File: config.mk
export PLATFORM = sky130hd
export DESIGN_NAME = ahb_waitstate_slave_flat
export DESIGN_NICKNAME = d
export VERILOG_FILES = /design/src/rtl/ahb_waitstate_slave_pkg.sv /design/src/rtl/ahb_waitstate_slave_if.sv /design/src/rtl/ahb_waitstate_slave_mem.sv /design/src/rtl/ahb_waitstate_slave.sv /design/src/flat_wrapper.sv
export SDC_FILE = /design/constraint.sdc
export NUM_CORES = 2
export LEC_CHECK = 0
export CORE_AREA = 4 4 567 569
export CTS_CLUSTER_DIAMETER = 150
export DETAILED_ROUTE_END_ITERATION = 8
export DIE_AREA = 0 0 571 573
export MAX_ROUTING_LAYER = met4
export SETUP_SLACK_MARGIN = 0.02
export SKIP_CTS_REPAIR_TIMING = 1
export SYNTH_ARGS = -nofsm -noshare
export SYNTH_HDL_FRONTEND = slang
export SYNTH_HIERARCHICAL = 1
export SYNTH_SLANG_ARGS = --single-unit
File: constraint.sdc
create_clock -name HCLK -period 3.83 [get_ports HCLK]
set_input_delay 0.9575 -clock HCLK [delete_from_list [all_inputs] [get_ports HCLK]]
set_output_delay 0.9575 -clock HCLK [all_outputs]
set_load 0.05 [all_outputs]
File: src/rtl/ahb_waitstate_slave_pkg.sv
// ahb_pkg: shared AHB-Lite encodings for the wait-state responder.
//   HTRANS_* : transfer-type codes on HTRANS[1:0]
//   HRESP_*  : response codes on HRESP
//   state_t  : responder data-phase FSM state
package ahb_pkg;

  localparam logic [1:0] HTRANS_IDLE   = 2'b00;
  localparam logic [1:0] HTRANS_BUSY   = 2'b01;
  localparam logic [1:0] HTRANS_NONSEQ = 2'b10;
  localparam logic [1:0] HTRANS_SEQ    = 2'b11;

  localparam logic HRESP_OKAY  = 1'b0;
  localparam logic HRESP_ERROR = 1'b1;

  typedef enum logic [2:0] {
    ST_IDLE,
    ST_WAIT,
    ST_DATA,
    ST_ERR1,
    ST_ERR2
  } state_t;

  // NONSEQ or SEQ: the only transfer types that start a data phase.
  function automatic logic is_active(input logic [1:0] trans);
    return (trans == HTRANS_NONSEQ) || (trans == HTRANS_SEQ);
  endfunction

endpackage

File: src/rtl/ahb_waitstate_slave_if.sv
// ahb_waitstate_slave_if: AHB-Lite bus bundle between one master/decoder
// side and one responder.
//   HSEL, HADDR, HTRANS, HWRITE, HWDATA, HREADY : driven by the bus side
//   HREADYOUT, HRESP, HRDATA                    : driven by the responder
interface ahb_waitstate_slave_if;

  logic        HSEL;
  logic [31:0] HADDR;
  logic [1:0]  HTRANS;
  logic        HWRITE;
  logic [31:0] HWDATA;
  logic        HREADY;
  logic        HREADYOUT;
  logic        HRESP;
  logic [31:0] HRDATA;

  modport master (
    output HSEL, HADDR, HTRANS, HWRITE, HWDATA, HREADY,
    input  HREADYOUT, HRESP, HRDATA
  );

  modport slave (
    input  HSEL, HADDR, HTRANS, HWRITE, HWDATA, HREADY,
    output HREADYOUT, HRESP, HRDATA
  );

endinterface

File: src/rtl/ahb_waitstate_slave_mem.sv
// ahb_word_mem: DEPTH x 32 register-file word memory.
//   clk   : write clock
//   we    : write enable, commits wdata to waddr at the rising edge
//   waddr : write word index
//   wdata : write data
//   raddr : read word index
//   rdata : asynchronous read data
// Contents are not reset.
module ahb_word_mem #(
  parameter int unsigned DEPTH = 64,
  parameter int unsigned AW    = $clog2(DEPTH)
) (
  input  logic          clk,
  input  logic          we,
  input  logic [AW-1:0] waddr,
  input  logic [31:0]   wdata,
  input  logic [AW-1:0] raddr,
  output logic [31:0]   rdata
);

  logic [31:0] mem [DEPTH];

  always_ff @(posedge clk) begin
    if (we) begin
      mem[waddr] <= wdata;
    end
  end

  assign rdata = mem[raddr];

endmodule

File: src/rtl/ahb_waitstate_slave.sv
// ahb_waitstate_slave: AHB-Lite word responder with WAIT_STATES wait cycles
// per OKAY transfer and a two-cycle ERROR for out-of-range/unaligned
// addresses.
//   HCLK, HRESETn : clock, asynchronous active-low reset
//   bus (slave)   : AHB-Lite signals; HREADYOUT/HRESP come from registers,
//                   HRDATA from the registered index and the memory
module ahb_waitstate_slave
  import ahb_pkg::*;
#(
  parameter logic [31:0] BASE_ADDR   = 32'h1000_0000,
  parameter int unsigned DEPTH       = 64,
  parameter int unsigned WAIT_STATES = 1
) (
  input  logic                  HCLK,
  input  logic                  HRESETn,
  ahb_waitstate_slave_if.slave  bus
);

  localparam int unsigned AW   = $clog2(DEPTH);
  localparam logic [31:0] SPAN = 32'(4 * DEPTH);
  localparam logic [3:0]  WS   = 4'(WAIT_STATES);

  state_t        state;
  logic [3:0]    wcnt;
  logic [AW-1:0] idx_q;
  logic          wr_q;
  logic          hreadyout_q;
  logic          hresp_q;

  logic [31:0]   offset;
  logic          addr_ok;
  logic          accept;
  logic          mem_we;
  logic [31:0]   mem_rdata;

  // offset < SPAN together with HADDR >= BASE_ADDR is the inclusive range
  // test without forming BASE_ADDR + 4*DEPTH - 1.
  assign offset  = bus.HADDR - BASE_ADDR;
  assign addr_ok = (bus.HADDR >= BASE_ADDR) && (offset < SPAN) &&
                   (bus.HADDR[1:0] == 2'b00);
  assign accept  = bus.HSEL && bus.HREADY && is_active(bus.HTRANS);

  always_ff @(posedge HCLK or negedge HRESETn) begin
    if (!HRESETn) begin
      state       <= ST_IDLE;
      wcnt        <= '0;
      idx_q       <= '0;
      wr_q        <= 1'b0;
      hreadyout_q <= 1'b1;
      hresp_q     <= HRESP_OKAY;
    end else begin
      case (state)
        ST_IDLE, ST_DATA, ST_ERR2: begin
          if (accept) begin
            idx_q <= offset[AW+1:2];
            wr_q  <= bus.HWRITE;
            if (!addr_ok) begin
              state       <= ST_ERR1;
              hreadyout_q <= 1'b0;
              hresp_q     <= HRESP_ERROR;
            end else if (WS != 4'd0) begin
              state       <= ST_WAIT;
              wcnt        <= WS;
              hreadyout_q <= 1'b0;
              hresp_q     <= HRESP_OKAY;
            end else begin
              state       <= ST_DATA;
              hreadyout_q <= 1'b1;
              hresp_q     <= HRESP_OKAY;
            end
          end else begin
            state       <= ST_IDLE;
            hreadyout_q <= 1'b1;
            hresp_q     <= HRESP_OKAY;
          end
        end
        ST_WAIT: begin
          wcnt <= wcnt - 4'd1;
          if (wcnt == 4'd1) begin
            state       <= ST_DATA;
            hreadyout_q <= 1'b1;
          end
        end
        ST_ERR1: begin
          state       <= ST_ERR2;
          hreadyout_q <= 1'b1;
          hresp_q     <= HRESP_ERROR;
        end
        default: begin
          state       <= ST_IDLE;
          hreadyout_q <= 1'b1;
          hresp_q     <= HRESP_OKAY;
        end
      endcase
    end
  end

  // HWDATA is valid in the final data-phase cycle; commit on the edge that
  // ends it, which is also the edge starting any overlapping read.
  assign mem_we = (state == ST_DATA) && wr_q;

  ahb_word_mem #(
    .DEPTH (DEPTH),
    .AW    (AW)
  ) u_mem (
    .clk   (HCLK),
    .we    (mem_we),
    .waddr (idx_q),
    .wdata (bus.HWDATA),
    .raddr (idx_q),
    .rdata (mem_rdata)
  );

  assign bus.HREADYOUT = hreadyout_q;
  assign bus.HRESP     = hresp_q;
  assign bus.HRDATA    = ((state == ST_WAIT || state == ST_DATA) && !wr_q) ?
                         mem_rdata : '0;

endmodule

File: src/flat_wrapper.sv
// flat-port wrapper written by rule: the top's interface ports become plain ports
module ahb_waitstate_slave_flat import ahb_pkg::*;
#(
  parameter logic [31:0] BASE_ADDR   = 32'h1000_0000,
  parameter int unsigned DEPTH       = 64,
  parameter int unsigned WAIT_STATES = 1
)
  (HCLK, HRESETn, bus_HSEL, bus_HADDR, bus_HTRANS, bus_HWRITE, bus_HWDATA, bus_HREADY, bus_HREADYOUT, bus_HRESP, bus_HRDATA);
  ahb_waitstate_slave_if bus_i ();
  input  logic HCLK;
  input  logic HRESETn;
  input wire logic [$bits(bus_i.HSEL)-1:0] bus_HSEL;
  input wire logic [$bits(bus_i.HADDR)-1:0] bus_HADDR;
  input wire logic [$bits(bus_i.HTRANS)-1:0] bus_HTRANS;
  input wire logic [$bits(bus_i.HWRITE)-1:0] bus_HWRITE;
  input wire logic [$bits(bus_i.HWDATA)-1:0] bus_HWDATA;
  input wire logic [$bits(bus_i.HREADY)-1:0] bus_HREADY;
  output wire logic [$bits(bus_i.HREADYOUT)-1:0] bus_HREADYOUT;
  output wire logic [$bits(bus_i.HRESP)-1:0] bus_HRESP;
  output wire logic [$bits(bus_i.HRDATA)-1:0] bus_HRDATA;
  assign bus_i.HSEL = bus_HSEL;
  assign bus_i.HADDR = bus_HADDR;
  assign bus_i.HTRANS = bus_HTRANS;
  assign bus_i.HWRITE = bus_HWRITE;
  assign bus_i.HWDATA = bus_HWDATA;
  assign bus_i.HREADY = bus_HREADY;
  assign bus_HREADYOUT = bus_i.HREADYOUT;
  assign bus_HRESP = bus_i.HRESP;
  assign bus_HRDATA = bus_i.HRDATA;
  ahb_waitstate_slave #(.BASE_ADDR(BASE_ADDR), .DEPTH(DEPTH), .WAIT_STATES(WAIT_STATES)) u_core (.HCLK(HCLK), .HRESETn(HRESETn), .bus(bus_i));
endmodule
==> results.tsv <==
stage	metric	value	unit
timing	setup_viol	32	
cts	cts_tree	built	
global_routing	grt_max_degree	69	
yosys	synth_cell_type_count	52	
global_routing	first_global_vias	39300	
hold_path	worstHoldPathType	flop to flop	
critical_path	worstPathMaxFanout	9	
drt	routedWlPerCell	25.6	µm
timing	whs	544	ps
critical_path	crit_family	multiplexers	
cts	cts.clk_slew.worst_paths	60	ps
timing	hold_viol	0	
drt	routed_wl	213000	µm
drt	dr_total_vias	39000	
critical_path	start_kind	flop	
cts	clockBufferDepth	3	
timing	skew	26.6	ps
floorplanning	core-area	0.317	mm²
yosys	synth_edf_count	2048	
placement	post-dp-hpwl	122000	µm
drt	firstDrtPassIters	5	
finish	fin_nets	4016	
drt	ant_nets	0	
yosys	syn_area	0.0789	mm²
timing	worst_pin_slew	1310	ps
yosys	ys_seq_area_frac	0.785	
yosys	synth-main-ff-cell	edfxtp_1	
drt	viasPerCell	4.69	
yosys	synthTopCellsByArea	edfxtp_1 78%, mux4_2 16%, mux2i_1 1.2%	
timing	drv_slew	0	
power_and_ir_drop	pwr_density_cell	704	mW/mm²
cts	numCtsBuffers	204	
finish	synthToLayoutAreaGrowth	22.3	%
critical_path	critPathKind	flop to output port	
finish	drive_gt1_frac	0.359	
power_and_ir_drop	max-vdd-ir-drop	0.414	mV
cts	cts-root-buf	clkbuf_16	
floorplanning	die_area	0.327	mm²
cts	htreeDepth	4	
placement	place.gp.congestion	0.789	
yosys	synth_nets	3470	
timing	rsz0062_at_grt	yes	
cts	clock_latency	840	ps
yosys	yosysWarnings	6	
run_status	status	finished with violations	
drt	drt-initial-drc-count	4756	
global_routing	grt_antenna_before_repair	21	
floorplanning	start_util	0.249	
timing	fmax	211	MHz
critical_path	cp.required	2870	ps
timing	tns	-25040	ps
timing	setup_ws	-900	ps
critical_path	arrival	3770	ps
critical_path	path_buf_inv	6	
critical_path	slowest_stage	mux4_2	
placement	io_buffers	103	
floorplanning	dieHeight	573	µm
timing	relSlewSlack	0.130	
global_routing	grt_usage	0.129	
yosys	syn_inst	3397	
cts	cts_sinks	2064	
critical_path	path_cells	buf_12, buf_16, buf_16, buf_4, mux4_2, mux4_2, o22ai_2, buf_6, nor2_4, and2_4, buf_12	
yosys	synth_top_cell_by_area	edfxtp_1	
yosys	synth_top_area_frac	0.779	
drt	drc	0	
critical_path	slowest_delay	580	ps
power_and_ir_drop	leakage	29.8	nW
yosys	ys_ff_latch	2064	
flow_run	drv_cap	0	
floorplanning	die_w	571	µm
finish	n_fill_cell	30200	
floorplanning	pin_count	105	
yosys	async_flop_share	0.00775	
timing	fin_crit_sh	1.24	
critical_path	endpoint_kind	output port	
run_status	violations	negative setup slack	
global_routing	grt_pass1_wl	298000	µm
timing	period_needed	4730	ps
global_routing	grt_overflow	0	
floorplanning	fp-row-count	207	
yosys	syn_avg_cell_area	23.2	µm²
## metrics by stage
stage          utilization  total power [W]  instance area, µm²  setup slack, ps  instances
2_1_floorplan            -           0.0379               78900              411       3397
3_3_place_gp         0.280           0.0471               88600             -437       7863
3_5_place_dp         0.280           0.0472               88600             -416       7863
4_1_cts              0.300           0.0664               95000            -1360       8242
5_1_grt              0.305           0.0703               96500             -986       8303
6_report             0.305           0.0679               96500             -900       8305
## routing by layer
metal / vias to the layer above / GRT usage / routed length (µm)
met5: - / - / 0
met4: 0 / 0.0347 / 5350
met3: 308 / 0.0210 / 15600
met2: 1676 / 0.206 / 104000
met1: 21300 / 0.173 / 88200
li1: 15700 / - / -
## placed cells by master (no fill, tap or decap), types with 49 or more instances in the layout
| master | count |
|---|---|
| clkbuf_1 | 59 |
| clkbuf_16 | 220 |
| buf_12 | 103 |
| mux2i_1 | 90 |
| edfxtp_1 | 2048 |
| mux4_2 | 544 |
| buf_4 | 279 |
| nor2_4 | 67 |
| o22ai_1 | 60 |
| a21oi_1 | 49 |
| nor2_1 | 66 |
## cells by family after synthesis
kind of cell | Yosys count | synth area share
AND/OR/NAND/NOR | 281 | 0.0173
XOR/XNOR | 1 | 0.000111
AO/OA/AOI/OAI | 215 | 0.0178
flip-flops | 2064 | 0.785
multiplexers | 644 | 0.168
adder cells (fa/ha/maj) | 2 | 0.000317
buffers and inverters | 190 | 0.0118
## registers in the layout (all words and copies together) (netlist names)
| name | cells |
|---|---|
| u_core/u_mem/mem | 2048 |
| u_core/idx_q | 6 |
| u_core/wcnt | 4 |
| u_core/state | 3 |
| u_core/bus.HREADYOUT | 1 |
| u_core/bus.HRESP | 1 |
| u_core/wr_q | 1 |
## cells in the mapped netlist (2+ instances only)
| master | n |
|---|---|
| buf_2 | 57 |
| buf_6 | 7 |
| nand4_1 | 3 |
| a41o_1 | 4 |
| inv_1 | 3 |
| buf_4 | 25 |
| and2_1 | 34 |
| nor3b_1 | 2 |
| edfxtp_1 | 2048 |
| ha_1 | 2 |
| and3_1 | 4 |
| nor4_1 | 5 |
| o22ai_1 | 85 |
| nand3_1 | 7 |
| nor2b_1 | 15 |
| a21oi_2 | 2 |
| mux4_2 | 544 |
| mux2_2 | 7 |
| or3b_1 | 3 |
| nand2_1 | 30 |
| clkbuf_1 | 77 |
| nand2b_1 | 8 |
| a311oi_1 | 8 |
| mux2i_1 | 93 |
| nand3b_1 | 5 |
| nor3_1 | 7 |
| dfrtp_1 | 15 |
| or3b_2 | 3 |
| o32ai_1 | 5 |
| buf_1 | 21 |
| a31oi_1 | 2 |
| a21oi_1 | 65 |
| nor2_1 | 143 |
| o221ai_1 | 27 |
| a22oi_1 | 12 |
| or3_1 | 3 |
## path summary, 6_finish.rpt
path,start,to,slack (ps),cells past startpoint
max in group asynchronous,HRESETn,u_core/idx_q[1]$_DFFE_PN0P_,2720,1
hold reg to reg,u_core/bus.HREADYOUT$_DFFE_PN1P_,u_core/bus.HREADYOUT$_DFFE_PN1P_,540,1
min in group asynchronous,HRESETn,u_core/wcnt[1]$_DFFE_PN0P_,550,1
setup reg to reg,u_core/idx_q[4]$_DFFE_PN0P_,u_core/u_mem/mem[29][15]$_DFFE_PP_,460,5
setup / recovery,u_core/idx_q[0]$_DFFE_PN0P_,bus_HRDATA[27],-900,11
hold / removal,u_core/bus.HREADYOUT$_DFFE_PN1P_,u_core/bus.HREADYOUT$_DFFE_PN1P_,540,1
## layout make-up
| type | count | area [µm²] | area share |
|---|---|---|---|
| diodes | 9 | 22.5 | 0.000233 |
| clock buffers | 264 | 5350 | 0.0555 |
| clock inverters | 115 | 1060 | 0.0110 |
| inverters | 3 | 11.3 | 0.000117 |
| multi-input cells | 1143 | 16900 | 0.176 |
| flip-flops and latches | 2064 | 61900 | 0.642 |
| well taps | 4180 | 5230 | 0.0542 |
| repair buffers | 527 | 5940 | 0.0616 |
## report_power, final
group | internal (W) | total (W) | switching [W]
logic | 0.0112 | 0.0235 | 0.0122
clock network | 0.0107 | 0.0192 | 0.00849
registers | 0.0250 | 0.0252 | 0.000243
total | 0.0469 | 0.0679 | 0.0210
Power figures use the tool's default switching activity.
